$ cat src/rtl/pc_fetch_unit.sv
// ---------------------------------------------------------------------------
// pc_fetch_unit
//
// Program-counter stage of the MIPS datapath. It sits directly downstream of
// the shifter and receives the word-aligned branch offset (sext(imm16) << 2).
// The stage computes PC+4, the branch target and the jump target, and it
// registers the next fetch PC. After every taken redirect it raises a flush
// pulse to the fetch/decode boundary.
//
// Parameters
//   RESET_PC      PC loaded on reset (word aligned)
//   FLUSH_CYCLES  number of cycles flush_o stays high after a redirect (1..7)
//
// Ports
//   clk            in   1   system clock, all state updates on posedge
//   rst            in   1   synchronous, active-high reset
//   stall_i        in   1   hold PC (hazard unit)
//   branch_i       in   1   branch taken
//   br_offset_i    in   32  shifted branch offset from the shifter
//   jump_i         in   1   J/JAL taken
//   jump_addr_i    in   26  instr_index field of a J-type instruction
//   pc_o           out  32  current fetch address (registered)
//   pc_plus4_o     out  32  pc_o + 4 (combinational)
//   valid_o        out  1   pc_o is a valid fetch address (registered)
//   flush_o        out  1   squash the wrong-path instruction in IF/ID (registered)
//   redirect_cnt_o out  16  saturating count of accepted redirects
//                           (present only when PC_PERF_CNT_EN is defined)
//
// Configuration macro: PC_PERF_CNT_EN adds the redirect performance counter.
// ---------------------------------------------------------------------------
module pc_fetch_unit #(
    parameter logic [31:0] RESET_PC     = 32'h0000_0000,
    parameter int unsigned FLUSH_CYCLES = 1
) (
    input  logic        clk,
    input  logic        rst,
    input  logic        stall_i,
    input  logic        branch_i,
    input  logic [31:0] br_offset_i,
    input  logic        jump_i,
    input  logic [25:0] jump_addr_i,
    output logic [31:0] pc_o,
    output logic [31:0] pc_plus4_o,
    output logic        valid_o,
`ifdef PC_PERF_CNT_EN
    output logic        flush_o,
    output logic [15:0] redirect_cnt_o
`else
    output logic        flush_o
`endif
);

    typedef enum logic [1:0] {
        StBoot,
        StRun,
        StFlush
    } state_e;

    // The counter holds the number of flush cycles still to go after the
    // current one, so entry loads FLUSH_CYCLES-1 and exit happens at zero.
    localparam logic [2:0] FlushLoad = 3'(FLUSH_CYCLES - 1);

    // Low bits are cleared so a misconfigured RESET_PC still fetches aligned.
    localparam logic [31:0] ResetPcAligned = {RESET_PC[31:2], 2'b00};

    state_e      r_state;
    logic [31:0] r_pc;
    logic        r_valid;
    logic        r_flush;
    logic [2:0]  r_flush_cnt;

    logic [31:0] w_pc_plus4;
    logic [31:0] w_br_tgt;
    logic [31:0] w_j_tgt;
    logic        w_redirect;
    logic [31:0] w_redirect_tgt;

    // -----------------------------------------------------------------------
    // Target arithmetic (all modulo 2^32)
    // -----------------------------------------------------------------------
    assign w_pc_plus4 = r_pc + 32'd4;

    // The offset should already be word aligned; the mask guarantees it.
    assign w_br_tgt = (w_pc_plus4 + br_offset_i) & 32'hFFFF_FFFC;

    // The region bits come from PC+4, not PC, matching MIPS J semantics.
    assign w_j_tgt = {w_pc_plus4[31:28], jump_addr_i, 2'b00};

    assign w_redirect = jump_i | branch_i;

    // Jump has priority over branch when both are asserted.
    always_comb begin
        w_redirect_tgt = w_br_tgt;
        if (jump_i) begin
            w_redirect_tgt = w_j_tgt;
        end
    end

    // -----------------------------------------------------------------------
    // Control FSM with registered PC, valid and flush
    // -----------------------------------------------------------------------
    always_ff @(posedge clk) begin
        if (rst) begin
            r_state     <= StBoot;
            r_pc        <= ResetPcAligned;
            r_valid     <= 1'b0;
            r_flush     <= 1'b0;
            r_flush_cnt <= 3'd0;
        end else begin
            unique case (r_state)
                // One dead cycle after reset; inputs are ignored here.
                StBoot: begin
                    r_state <= StRun;
                    r_valid <= 1'b1;
                end

                // A redirect overrides a stall: the stalled instruction is on
                // the wrong path anyway.
                StRun: begin
                    if (w_redirect) begin
                        r_pc        <= w_redirect_tgt;
                        r_state     <= StFlush;
                        r_flush     <= 1'b1;
                        r_flush_cnt <= FlushLoad;
                    end else if (!stall_i) begin
                        r_pc <= w_pc_plus4;
                    end
                end

                // Redirect requests here come from squashed instructions and
                // are dropped. A stall freezes the PC but not the flush count.
                StFlush: begin
                    if (!stall_i) begin
                        r_pc <= w_pc_plus4;
                    end
                    if (r_flush_cnt == 3'd0) begin
                        r_state <= StRun;
                        r_flush <= 1'b0;
                    end else begin
                        r_flush_cnt <= r_flush_cnt - 3'd1;
                    end
                end

                default: begin
                    r_state     <= StBoot;
                    r_valid     <= 1'b0;
                    r_flush     <= 1'b0;
                    r_flush_cnt <= 3'd0;
                end
            endcase
        end
    end

    assign pc_o       = r_pc;
    assign pc_plus4_o = w_pc_plus4;
    assign valid_o    = r_valid;
    assign flush_o    = r_flush;

`ifdef PC_PERF_CNT_EN
    // -----------------------------------------------------------------------
    // Saturating count of redirects actually taken (only those seen in RUN)
    // -----------------------------------------------------------------------
    logic [15:0] r_redirect_cnt;

    always_ff @(posedge clk) begin
        if (rst) begin
            r_redirect_cnt <= 16'd0;
        end else if ((r_state == StRun) && w_redirect && (r_redirect_cnt != 16'hFFFF)) begin
            r_redirect_cnt <= r_redirect_cnt + 16'd1;
        end
    end

    assign redirect_cnt_o = r_redirect_cnt;
`endif

endmodule

$ cat config.mk
export PLATFORM = sky130hd
export DESIGN_NAME = pc_fetch_unit
export DESIGN_NICKNAME = d
export VERILOG_FILES = /design/src/rtl/pc_fetch_unit.sv
export SDC_FILE = /design/constraint.sdc
export NUM_CORES = 1
export LEC_CHECK = 0
export CELL_PAD_IN_SITES_DETAIL_PLACEMENT = 1
export CELL_PAD_IN_SITES_GLOBAL_PLACEMENT = 2
export CORE_MARGIN = 8
export CORE_UTILIZATION = 24
export DETAILED_ROUTE_END_ITERATION = 8
export GPL_ROUTABILITY_DRIVEN = 0
export PLACE_DENSITY_LB_ADDON = 0.1
export SYNTH_ARGS = -nofsm -noshare
export SYNTH_HDL_FRONTEND = slang
export SYNTH_SLANG_ARGS = --single-unit
$ cat constraint.sdc
create_clock -name clk -period 3.8 [get_ports clk]
set_input_delay 0.76 -clock clk [delete_from_list [all_inputs] [get_ports clk]]
set_output_delay 0.76 -clock clk [all_outputs]
set_load 0.02 [all_outputs]
Word-level counts from Yosys, hierarchy flattened
Cells that the tools add are included.
- add/subtract/negate cells: 3
- equality and inequality tests: 5
- mux-type cells: 14
- bitwise gates (word level): 2
- reductions and logical operators: 7
- operators by type and width (kind ; count):
    two-way mux 32 bit ; 3
    case mux 32 bit (2 select lines) ; 1
    adder 32 x 3 -> 32 bit, second input constant ; 1
    adder 32 bit ; 1
    case mux 3 bit (3 select lines) ; 1
    two-way mux 3 bit ; 2
    != test 2 bit, second input constant ; 3
    case mux 2 bit (3 select lines) ; 1
    AND reduction 3 bit ; 2
    two-way mux 2 bit ; 2
    logical NOT 3 bit ; 1
    case mux 1 bit (3 select lines) ; 1
    subtractor 3 x 1 -> 3 bit, second input constant ; 1
    equality test 2 x 1 -> 1 bit, second input constant ; 1
    equality test 2 bit, second input constant ; 1
    logical NOT 2 bit ; 1
    two-way mux 1 bit ; 2
    case mux 1 bit (2 select lines) ; 1
    AND reduction 2 bit ; 1
    nonzero test 2 bit ; 1
    OR reduction 2 bit ; 1
    inverter 1 bit ; 1
    bitwise OR 1 bit ; 1
- register bits after elaboration: 39
- input bits: 63
- word-level logic and storage cells: 36

Longest topological paths before layout
Gate-level depths: netlist (run 1).
- depth after elaboration: 5
- mapped depth: 21

Worst setup path before layout (run 1)
No wires, ideal clock.
- path kind: register to register
- from: register r_pc[4] (netlist: pc_o[4])
- to: register r_pc[31] (netlist: pc_o[31])
- library setup time: 88 ps
- arrival time: 4249 ps
- slack: -537 ps
- stages on the path, launching flop included: 22
- buffers on the path: 3
- path through: dfxtp_1 clkbuf_2 nand2_1 or3_1 buf_2 nor2_2 and4_1 and2_1 buf_2 nand3_2 nor2_1 xor2_1 ha_1 nor2b_1 o21ai_0 a21oi_1 o21ai_0 a21oi_1 a2111oi_0 a211oi_1 mux2i_1 nor4_2
- longest elaborated chain between the ends: 5
- elaborated cells on any way between the ends: 6
- RTL lines (what ; RTL line ; text):
    start: declaration ; 67 ; logic [31:0] r_pc;
    start signal: assignment ; 105 ; r_pc <= ResetPcAligned;
    start signal: assignment ; 121 ; r_pc <= w_redirect_tgt;
    start signal: assignment ; 126 ; r_pc <= w_pc_plus4;
    adder 32 x 3 -> 32 bit ; 81 ; assign w_pc_plus4 = r_pc + 32'd4;
    net pc_plus4_o[25] ; 43 ; output logic [31:0] pc_plus4_o,
    adder 32 bit ; 84 ; assign w_br_tgt = (w_pc_plus4 + br_offset_i) & 32'hFFFF_FFFC;
    two-way mux 32 bit ; 94 ; if (jump_i) begin
    two-way mux 32 bit ; 120 ; if (w_redirect) begin
    case mux 32 bit (2 select lines) ; 110 ; unique case (r_state)
The timed path passes the listed nets, and every way through them passes these cells.
A chain may end at the register's enable or synchronous reset.

Final worst setup path (run 1)
- from: register r_pc[3] (netlist: pc_o[3])
- to: register r_pc[31] (netlist: pc_o[31])
- longest elaborated chain between the ends: 5
- elaborated cells on any way between the ends: 6
- RTL lines (what ; RTL line):
    adder 32 x 3 -> 32 bit (*) ; 81
    adder 32 bit ; 84
    two-way mux 32 bit ; 94
    two-way mux 32 bit ; 120
    case mux 32 bit (2 select lines) (*) ; 110
Mark *: on every way between the ends. The rest lies on a longest branch, timed or not.

==> impl_metrics.csv, run 1 <==
group,metric,value,unit
status,status,"finished, final reports clean",
power,powerDensity,485,nW/um2
floorplan,die_area,22600,um2
cts,clockRootBuffer,"clkbuf_16",
timing,skew,0.0116,ns
floorplan,num_io_pins,129,
global_route,antenna_found_initial,1,
timing,maxSlewHeadroom,0.331,
cts,clkSinkCount,37,
floorplan,core,17800,um2
critical_path,crit_family,"simple AND/OR/NAND/NOR gates",
flow_run,maxCapViolCount,0,
routing,drtIter0Drc,154,
timing,rsz0062_at_grt,"true",
timing,setup_viol,0,
cts,path_clk_slew,0.07,ns
placed_design,dpl_cell_area,6880,um2
floorplan,die_h,150,um
timing,worstMarginPinSlew,1.00,ns
power,total_power,0.00375,W
floorplan,die_w,150,um
floorplan,placementRows,49,
critical_path,setup.worst_path.start,"pc_o[3]",
power,ir_drop,0.218,mV
routing,routed_via_density,5.06,
critical_path,rr_startpoint,"pc_o[3]",
finish,stdcell_area,7730,um2
routing,first_pass_iters,4,
finish,drive_gt1_frac,0.304,
critical_path,max_stage_delay,0.43,ns
critical_path,arrival,3.95,ns
critical_path,critPathSlowestCell,"or3_4",
critical_path,required,4.01,ns
yosys,synthMostInstantiatedCell,"nor2_1",
yosys,avgSynthCellArea,7.04,um2
routing,dr_total_vias,5584,
worst_hold_path,min_path_type,"reg2reg",
yosys,synth_cell_type_count,61,
finish,final_nets,978,
timing,finalCriticalPeriod,3.74,ns
yosys,syn_inst,615,
yosys,ys_warn_count,0,
routing,drt_wl_total,21000,um
yosys,synthTopCellsByCount,"nor2_1 (85), nand2_1 (64), a21oi_1 (56)",
global_route,grt_pass1_wl,32200,um
global_route,grt-ovfl-total,0,
yosys,synth_area,4330,um2
critical_path,r2r_cells,20,
finish,n_antenna_cell,0,
yosys,async_flop_share,0,
routing,wl_per_cell,19.1,um
critical_path,crit_path_start_kind,"register",
critical_path,crit_path_end,"pc_o[31]",
routing,remaining_drc_errors,0,
placed_design,port_buffers,122,
critical_path,cp_num_buf_inv,2,
critical_path,crit_path_max_fanout,4,
global_route,first_global_vias,5933,
timing,clock.fmax,267,MHz
cts,htreeDepth,2,
routing,drtAntennaViolNets,0,
finish,syn_to_final_growth,78.6,%
yosys,synth-main-ff-cell,"dfxtp_1",
timing,whs,0.500,ns
critical_path,cp_cell_sequence,"nand2_2 > or3_4 > nor2_4 > and4_4 > and2_4 > nand3_4 > nor2_4 > xor2_4 > ha_4 > nor2b_1 > o21ai_1 > a21oi_1 > o21ai_1 > a21oi_2 > buf_4 > a2111oi_4 > a211oi_2 > buf_4 > mux2i_2 > nor4_2",
yosys,ys_seq_elements,37,
power,p_leak,3.28,nW
critical_path,cp-end-kind,"register",
critical_path,worstSetupPathType,"reg2reg",
timing,hold_viol_final,0,
timing,post-route-period-util,0.985,
critical_path,worstSetupPathDepth,20,
timing,finalMaxSlewViolations,0,
cts,clk_path_buf_depth,2,
cts,cts_tree,"built",
yosys,synth_edf_count,0,
floorplan,start_util,0.243,
finish,final_util,0.433,
critical_path,r2r-end,"pc_o[31]",
cts,cts-buffers-inserted,5,
yosys,synth_top_area_cell,"dfxtp_1",
yosys,yosysSeqAreaShare,0.171,
yosys,yosys.area.top_type_share,0.171,
placed_design,detailed_place_hpwl,16500,um
timing,tns,0,ns
critical_path,reg2reg_slack,0.06,ns
global_route,grt.total_usage,0.181,
global_route,grt_max_degree,29,
yosys,synth_area_leaders,"dfxtp_1 (17%), ha_1 (12%), nor2_1 (7.4%)",
cts,worstSkewPairLatency,0.30,ns
[final cells by class]
type / instances / area [um2]
Fill cell: 2109 / 10100
Multi-Input combinational cell: 534 / 4030
Timing Repair Buffer: 278 / 2430
Sequential cell: 37 / 754
Tap cell: 229 / 287
Clock buffer: 6 / 150
Inverter: 17 / 63.8
Clock inverter: 2 / 13.8
[through the flow]
stage                     setup WS, ns  instances
after floorplan                -0.0391        618
after global placement          -0.328       1068
after detailed placement        -0.444       1068
after CTS                       -0.157       1087
after global routing            -0.155       1103
final                           0.0576       1103
[layer usage]
layer	global-route usage	share of wire
met1	0.230	0.45
met2	0.311	0.49
met3	0.0316	0.048
met4	0.0425	0.012
met5	0	0.00062
[cell usage in the layout (no fill, tap or decap), types with 5 or more instances in the layout]
cell type	count
a211oi_2	6
o21ai_2	6
nor2_4	7
xor2_1	14
nand3_1	17
nand2_2	6
a211oi_1	14
mux2i_1	9
nand2b_1	6
nor3_1	11
dfxtp_1	32
nand2_1	57
nand4_1	11
a31oi_1	6
xnor2_1	15
xnor2_2	11
a21o_1	9
ha_4	9
o21a_1	5
clkdlybuf4s50_1	115
xor2_2	6
o31ai_1	7
nor4_1	7
o21ai_0	38
a21oi_1	48
buf_4	148
nor2_1	77
clkbuf_16	6
a21oi_2	8
ha_1	32
inv_1	14
buf_6	7
[repair_timing]
| item | 4_1_cts | 5_1_grt |
|---|---|---|
| pin swaps | 35 | 47 |
| setup buffers | 12 | 16 |
| hold buffers | 0 | 0 |
| setup endpoints to repair | 21 | 19 |
| cloned | 0 | 0 |
| gates resized for setup | 41 | 62 |
[kinds of logic after synthesis]
logic type               count (synthesis)  share of synthesized area
adder cells (fa/ha/maj)                 42                      0.121
multiplexers                            10                     0.0231
AO/OA/AOI/OAI                          182                      0.268
buffers and inverters                   47                     0.0454
AND/OR/NAND/NOR                        246                      0.269
other                                    1                   0.000866
XOR/XNOR                                50                      0.101
flip-flops                              37                      0.171
[tightest hold or removal path, delay by kind of cell (launching register included)]
kind,cells,cell delay (ns)
flops,1,0.32
compound gates,2,0.13
[flip-flops by register name, summed over array words and instances, names as in the netlist]
register,count
valid_o,1
r_state,2
pc_o,30
r_flush_cnt,3
flush_o,1
[worst min path at each step]
stage,start,end,cells past startpoint
2_1_floorplan,r_flush_cnt[2],r_flush_cnt[2],2
3_3_place_gp,r_flush_cnt[2],r_flush_cnt[2],2
3_5_place_dp,r_flush_cnt[2],r_flush_cnt[2],2
4_1_cts,r_flush_cnt[2],r_flush_cnt[2],2
5_1_grt,r_flush_cnt[2],r_flush_cnt[2],2
6_report,r_flush_cnt[2],r_flush_cnt[2],2
[where the power goes]
group          internal, W  leakage [nW]  switching [W]
Combinational      0.00128          2.89        0.00143
Sequential        0.000481         0.307      0.0000808
Clock             0.000285        0.0824       0.000199
Total              0.00205          3.28        0.00171
Power figures use the tool's default switching activity.
==> run 2, diff against run 1 <==
CORE_UTILIZATION = 32   (was 24)
DONT_BUFFER_PORTS = 1   (was default)
SETUP_SLACK_MARGIN = 0.2   (was default)
==> impl_metrics.csv, run 2 (same netlist as run 1, synthesis figures left out) <==
group,metric,value,unit
status,status,"complete, but fails checks",
status,violations,"setup timing",
timing,skew,0.00533,ns
routing,dr_total_vias,5178,
timing,hold_viol_final,0,
critical_path,critPathSlowestCell,"or4_4",
floorplan,die_h,132,um
floorplan,num_io_pins,129,
global_route,grt_pass1_wl,30100,um
timing,worstMarginPinSlew,0.824,ns
timing,finalCriticalPeriod,3.82,ns
finish,instances_no_fill,936,
cts,path_clk_slew,0.06,ns
cts,clk_path_buf_depth,2,
critical_path,max_stage_delay,0.48,ns
global_route,grt.total_usage,0.211,
global_route,first_global_vias,5516,
cts,clkSinkCount,37,
worst_hold_path,worstHoldPathCells,2,
finish,stdcell_area,6640,um2
timing,setup_viol,2,
timing,whs,0.505,ns
finish,final_cell_mix,"buf_4 (151), nor2_1 (78), nand2_1 (56)",
placed_design,port_buffers,0,
routing,drtIter0Drc,145,
placed_design,detailed_place_hpwl,14800,um
critical_path,crit_path_max_fanout,4,
routing,first_pass_iters,4,
timing,post-route-period-util,1.01,
global_route,grt-ovfl-total,0,
critical_path,r2r_cells,18,
finish,n_antenna_cell,0,
routing,routed_via_density,5.53,
finish,syn_to_final_growth,53.4,%
critical_path,crit_path_start_kind,"register",
timing,finalMaxSlewViolations,0,
placed_design,dp_cells,898,
cts,clockRootBuffer,"clkbuf_16",
critical_path,arrival,3.99,ns
global_route,antenna_found_initial,1,
routing,wl_per_cell,20.8,um
flow_run,maxCapViolCount,0,
cts,worstSkewPairLatency,0.28,ns
critical_path,worstSetupPathDepth,18,
routing,drt_wl_total,19500,um
power,powerDensity,519,nW/um2
finish,largest_register_ffs,30,
floorplan,start_util,0.327,
finish,layout_commonest_cell,"buf_4",
critical_path,cp_cell_sequence,"nand2_2 > or3_4 > nor2_4 > and4_4 > and2_4 > nand3_4 > buf_12 > nor2_4 > xor2_4 > ha_4 > nand2_2 > or4_4 > nand2b_1 > mux2i_1 > a211oi_2 > buf_4 > mux2i_2 > nor4_2",
power,p_leak,2.78,nW
cts,cts_tree,"built",
timing,clock.fmax,261,MHz
cts,hold_buffers,0,
routing,drtAntennaViolNets,0,
global_route,grt_max_degree,46,
finish,final_nets,864,
critical_path,required,3.97,ns
floorplan,die_area,17500,um2
finish,drive_gt1_frac,0.371,
power,ir_drop,0.264,mV
worst_hold_path,min_path_type,"reg2reg",
timing,maxSlewHeadroom,0.449,
critical_path,crit_family,"simple AND/OR/NAND/NOR gates",
cts,cts-buffers-inserted,5,
timing,rsz0062_at_grt,"true",
cts,htreeDepth,2,
floorplan,placementRows,42,
critical_path,cp-end-kind,"register",
floorplan,die_w,132,um
routing,remaining_drc_errors,0,
placed_design,dpl_cell_area,5670,um2
timing,tns,-0.0335,ns
floorplan,core,13200,um2
critical_path,worstSetupPathType,"reg2reg",
timing,setup_ws,-0.0249,ns
critical_path,cp_num_buf_inv,2,
run 2: layout make-up:
cell class	instances	area, um2
Clock inverter	2	10.0
Timing Repair Buffer	164	1300
Fill cell	1650	6600
Inverter	17	63.8
Sequential cell	37	749
Multi-Input combinational cell	534	4170
Tap cell	176	220
Clock buffer	6	129
run 2: metal layers:
metal | GRT usage | part of all wire | wire length [um] | up-vias
li1 | - | - | - | 2497
met1 | 0.255 | 0.42 | 8150 | 2523
met2 | 0.373 | 0.50 | 9710 | 134
met3 | 0.0492 | 0.069 | 1350 | 22
met4 | 0.0423 | 0.015 | 289 | 2
met5 | 0 | 0.00067 | 13 | -
run 2: stage by stage:
stage          utilization  setup slack (ns)  power, W
4_1_cts              0.470           -0.0685   0.00326
5_1_grt              0.501            -0.190   0.00367
3_3_place_gp         0.428            -0.284   0.00262
3_5_place_dp         0.428            -0.308   0.00268
6_report             0.501           -0.0249   0.00344
2_1_floorplan            -           -0.0391   0.00188
run 2: worst reg2reg max path, cell delays in order, from the launching register on:
cell and delay, ns:
dfxtp_2 0.35, nand2_2 0.07, or3_4 0.40, nor2_4 0.18, and4_4 0.29, and2_4 0.18, nand3_4 0.14, buf_12 0.17
nor2_4 0.17, xor2_4 0.11, ha_4 0.28, nand2_2 0.06, or4_4 0.48, nand2b_1 0.08, mux2i_1 0.07, a211oi_2 0.23
buf_4 0.17, mux2i_2 0.21, nor4_2 0.07
run 2: path summary, 6_finish.rpt:
check                           slack [ns]      startpoint             end
worst min register to register        0.51  r_flush_cnt[1]  r_flush_cnt[1]
worst min-delay path                  0.51  r_flush_cnt[1]  r_flush_cnt[1]
worst max register to register       -0.02         pc_o[3]        pc_o[31]
worst max-delay path                 -0.02         pc_o[3]        pc_o[31]
run 2: report_power, final:
part           switching, W  internal, W
combinational       0.00140      0.00108
clock              0.000164     0.000241
sequential        0.0000762     0.000480
total               0.00164      0.00180
run 2: repair_timing:
item	4_1_cts	5_1_grt
resized for setup	58	57
buffers inserted	17	13
endpoints found under the hold margin	0	0
setup endpoints to repair	12	18
pin swaps	27	38
==> run 3, diff against run 2 <==
--- a/config.mk
+++ b/config.mk
@@ -13,3 +13,2 @@
 export DONT_BUFFER_PORTS = 1
-export GPL_ROUTABILITY_DRIVEN = 0
 export PLACE_DENSITY_LB_ADDON = 0.1
==> constraint.sdc (replaced) <==
create_clock -name clk -period 3.8 [get_ports clk]
set_input_delay 1.14 -clock clk [delete_from_list [all_inputs] [get_ports clk]]
set_output_delay 1.14 -clock clk [all_outputs]
set_load 0.02 [all_outputs]
==> impl_metrics.csv, run 3 (same netlist as run 1, synthesis figures left out) <==
group,metric,value,unit
critical_path,r2r-end,"pc_o[29]",
timing,setup_ws,-0.0538,ns
placed_design,detailed_place_hpwl,15100,um
floorplan,die_h,132,um
finish,layout_commonest_cell,"buf_4",
timing,finalCriticalPeriod,3.85,ns
critical_path,cp_cell_sequence,"ha_4 > nand4_1 > nor2_4 > nand4_1 > nand2b_4 > nor2_4 > nand2_4 > xnor2_4 > ha_4 > buf_4 > nand2_1 > buf_4 > nor2_1 > nand2_1 > nor2_1 > a21oi_2 > o21ai_4 > o41ai_4 > mux2i_1 > and3_1 > a211oi_1",
timing,finalMaxSlewViolations,0,
critical_path,reg2reg_slack,-0.05,ns
placed_design,place.gp.congestion,0.869,
finish,drive_gt1_frac,0.362,
routing,remaining_drc_errors,0,
cts,path_clk_slew,0.06,ns
timing,maxSlewHeadroom,0.502,
finish,n_antenna_cell,0,
power,p_leak,2.85,nW
critical_path,cp-end-kind,"register",
global_route,grt_pass1_wl,30800,um
status,violations,"setup timing",
global_route,grt_max_degree,46,
critical_path,max_stage_delay,0.37,ns
timing,post-route-period-util,1.01,
floorplan,die_w,132,um
worst_hold_path,min-delay-start,"r_flush_cnt[2]",
timing,rsz0062_at_grt,"true",
floorplan,num_io_pins,129,
power,ir_drop,0.251,mV
cts,clockRootBuffer,"clkbuf_16",
critical_path,crit_path_max_fanout,6,
worst_hold_path,worstHoldPathCells,2,
global_route,grt-ovfl-total,0,
routing,drtAntennaViolNets,0,
finish,final_nets,870,
critical_path,rr_startpoint,"pc_o[3]",
routing,dr_total_vias,5218,
critical_path,worstSetupPathType,"reg2reg",
finish,final_util,0.499,
timing,clock.fmax,259,MHz
timing,setup_viol,3,
critical_path,crit_family,"simple AND/OR/NAND/NOR gates",
critical_path,required,3.94,ns
flow_run,maxCapViolCount,0,
routing,first_pass_iters,4,
power,powerDensity,517,nW/um2
timing,skew,0.00335,ns
status,status,"complete, but fails checks",
routing,drt_wl_total,19500,um
routing,drtIter0Drc,177,
global_route,antenna_found_initial,0,
cts,worstSkewPairLatency,0.28,ns
finish,largest_register_ffs,30,
timing,tns,-0.110,ns
cts,htreeDepth,2,
cts,cts_tree,"built",
floorplan,placementRows,42,
critical_path,crit_path_start_kind,"register",
placed_design,port_buffers,0,
finish,final_cell_mix,"buf_4 (156), nor2_1 (77), nand2_1 (58)",
finish,syn_to_final_growth,52.7,%
critical_path,critPathSlowestCell,"dfxtp_4",
routing,wl_per_cell,20.7,um
floorplan,core,13200,um2
critical_path,arrival,4.00,ns
critical_path,cp_num_buf_inv,2,
worst_hold_path,min_path_type,"reg2reg",
worst_hold_path,hold_end,"r_flush_cnt[2]",
global_route,first_global_vias,5710,
timing,worstMarginPinSlew,0.747,ns
finish,stdcell_area,6610,um2
critical_path,worstSetupPathDepth,21,
timing,whs,0.475,ns
timing,hold_viol_final,0,
floorplan,start_util,0.327,
floorplan,die_area,17500,um2
cts,clkSinkCount,37,
critical_path,r2r_cells,21,
cts,clk_path_buf_depth,2,
power,total_power,0.00342,W
cts,cts-buffers-inserted,5,
global_route,grt.total_usage,0.215,
placed_design,dpl_cell_area,5710,um2
routing,routed_via_density,5.54,
==> run 3: layout make-up <==
| cell class | instances | area [um2] |
|---|---|---|
| multi-input cells | 534 | 4080 |
| inverters | 17 | 63.8 |
| clock inverters | 2 | 10.0 |
| well taps | 176 | 220 |
| clock buffers | 6 | 129 |
| flip-flops and latches | 37 | 756 |
| fillers | 1655 | 6630 |
| repair buffers | 170 | 1350 |
==> run 3: power breakdown <==
part / internal, W / total, W / switching (W)
clock network: 0.000241 / 0.000413 / 0.000172
logic: 0.00106 / 0.00245 / 0.00138
registers: 0.000482 / 0.000560 / 0.0000789
total: 0.00179 / 0.00342 / 0.00163
==> run 3: worst max-delay path by stage <==
stage / slack, ns / from / end
global route: -0.20 / pc_o[2] / pc_o[31]
detailed placement: -0.32 / br_offset_i[3] / pc_o[31]
finish: -0.05 / pc_o[3] / pc_o[29]
CTS: 0.006 / pc_o[2] / pc_o[31]
floorplan: -0.04 / pc_o[4] / pc_o[31]
global placement: -0.27 / br_offset_i[3] / pc_o[31]
==> run 3: repair_timing <==
item / CTS / global route
buffers inserted: 17 / 12
setup endpoints to repair: 21 / 25
hold buffers: 0 / 0
pin swaps: 35 / 38
gates resized for setup: 56 / 47
==> run 3: stage by stage <==
stage / worst slack, ns / instances
2_1_floorplan: -0.0391 / 618
3_3_place_gp: -0.266 / 905
3_5_place_dp: -0.324 / 905
4_1_cts: 0.00605 / 930
5_1_grt: -0.195 / 942
6_report: -0.0538 / 942
==> run 3: routing by layer <==
layer / GRT usage / routed length [um]
met5: 0 / 0
met3: 0.0461 / 1080
met4: 0.0454 / 284
met2: 0.384 / 9840
met1: 0.257 / 8280
==> run 3: worst reg2reg max path: cells and delay by family, from the launching register on <==
kind                       cells  cell delay (ns)
DFF                            1             0.37
xor gates and xnor gates       1             0.23
adders and majority gates      2             0.37
buffers and inverters          2             0.28
and+or+nand+nor               11             1.48
AOI/OAI and AO/OA              4             0.67
muxes                          1             0.31
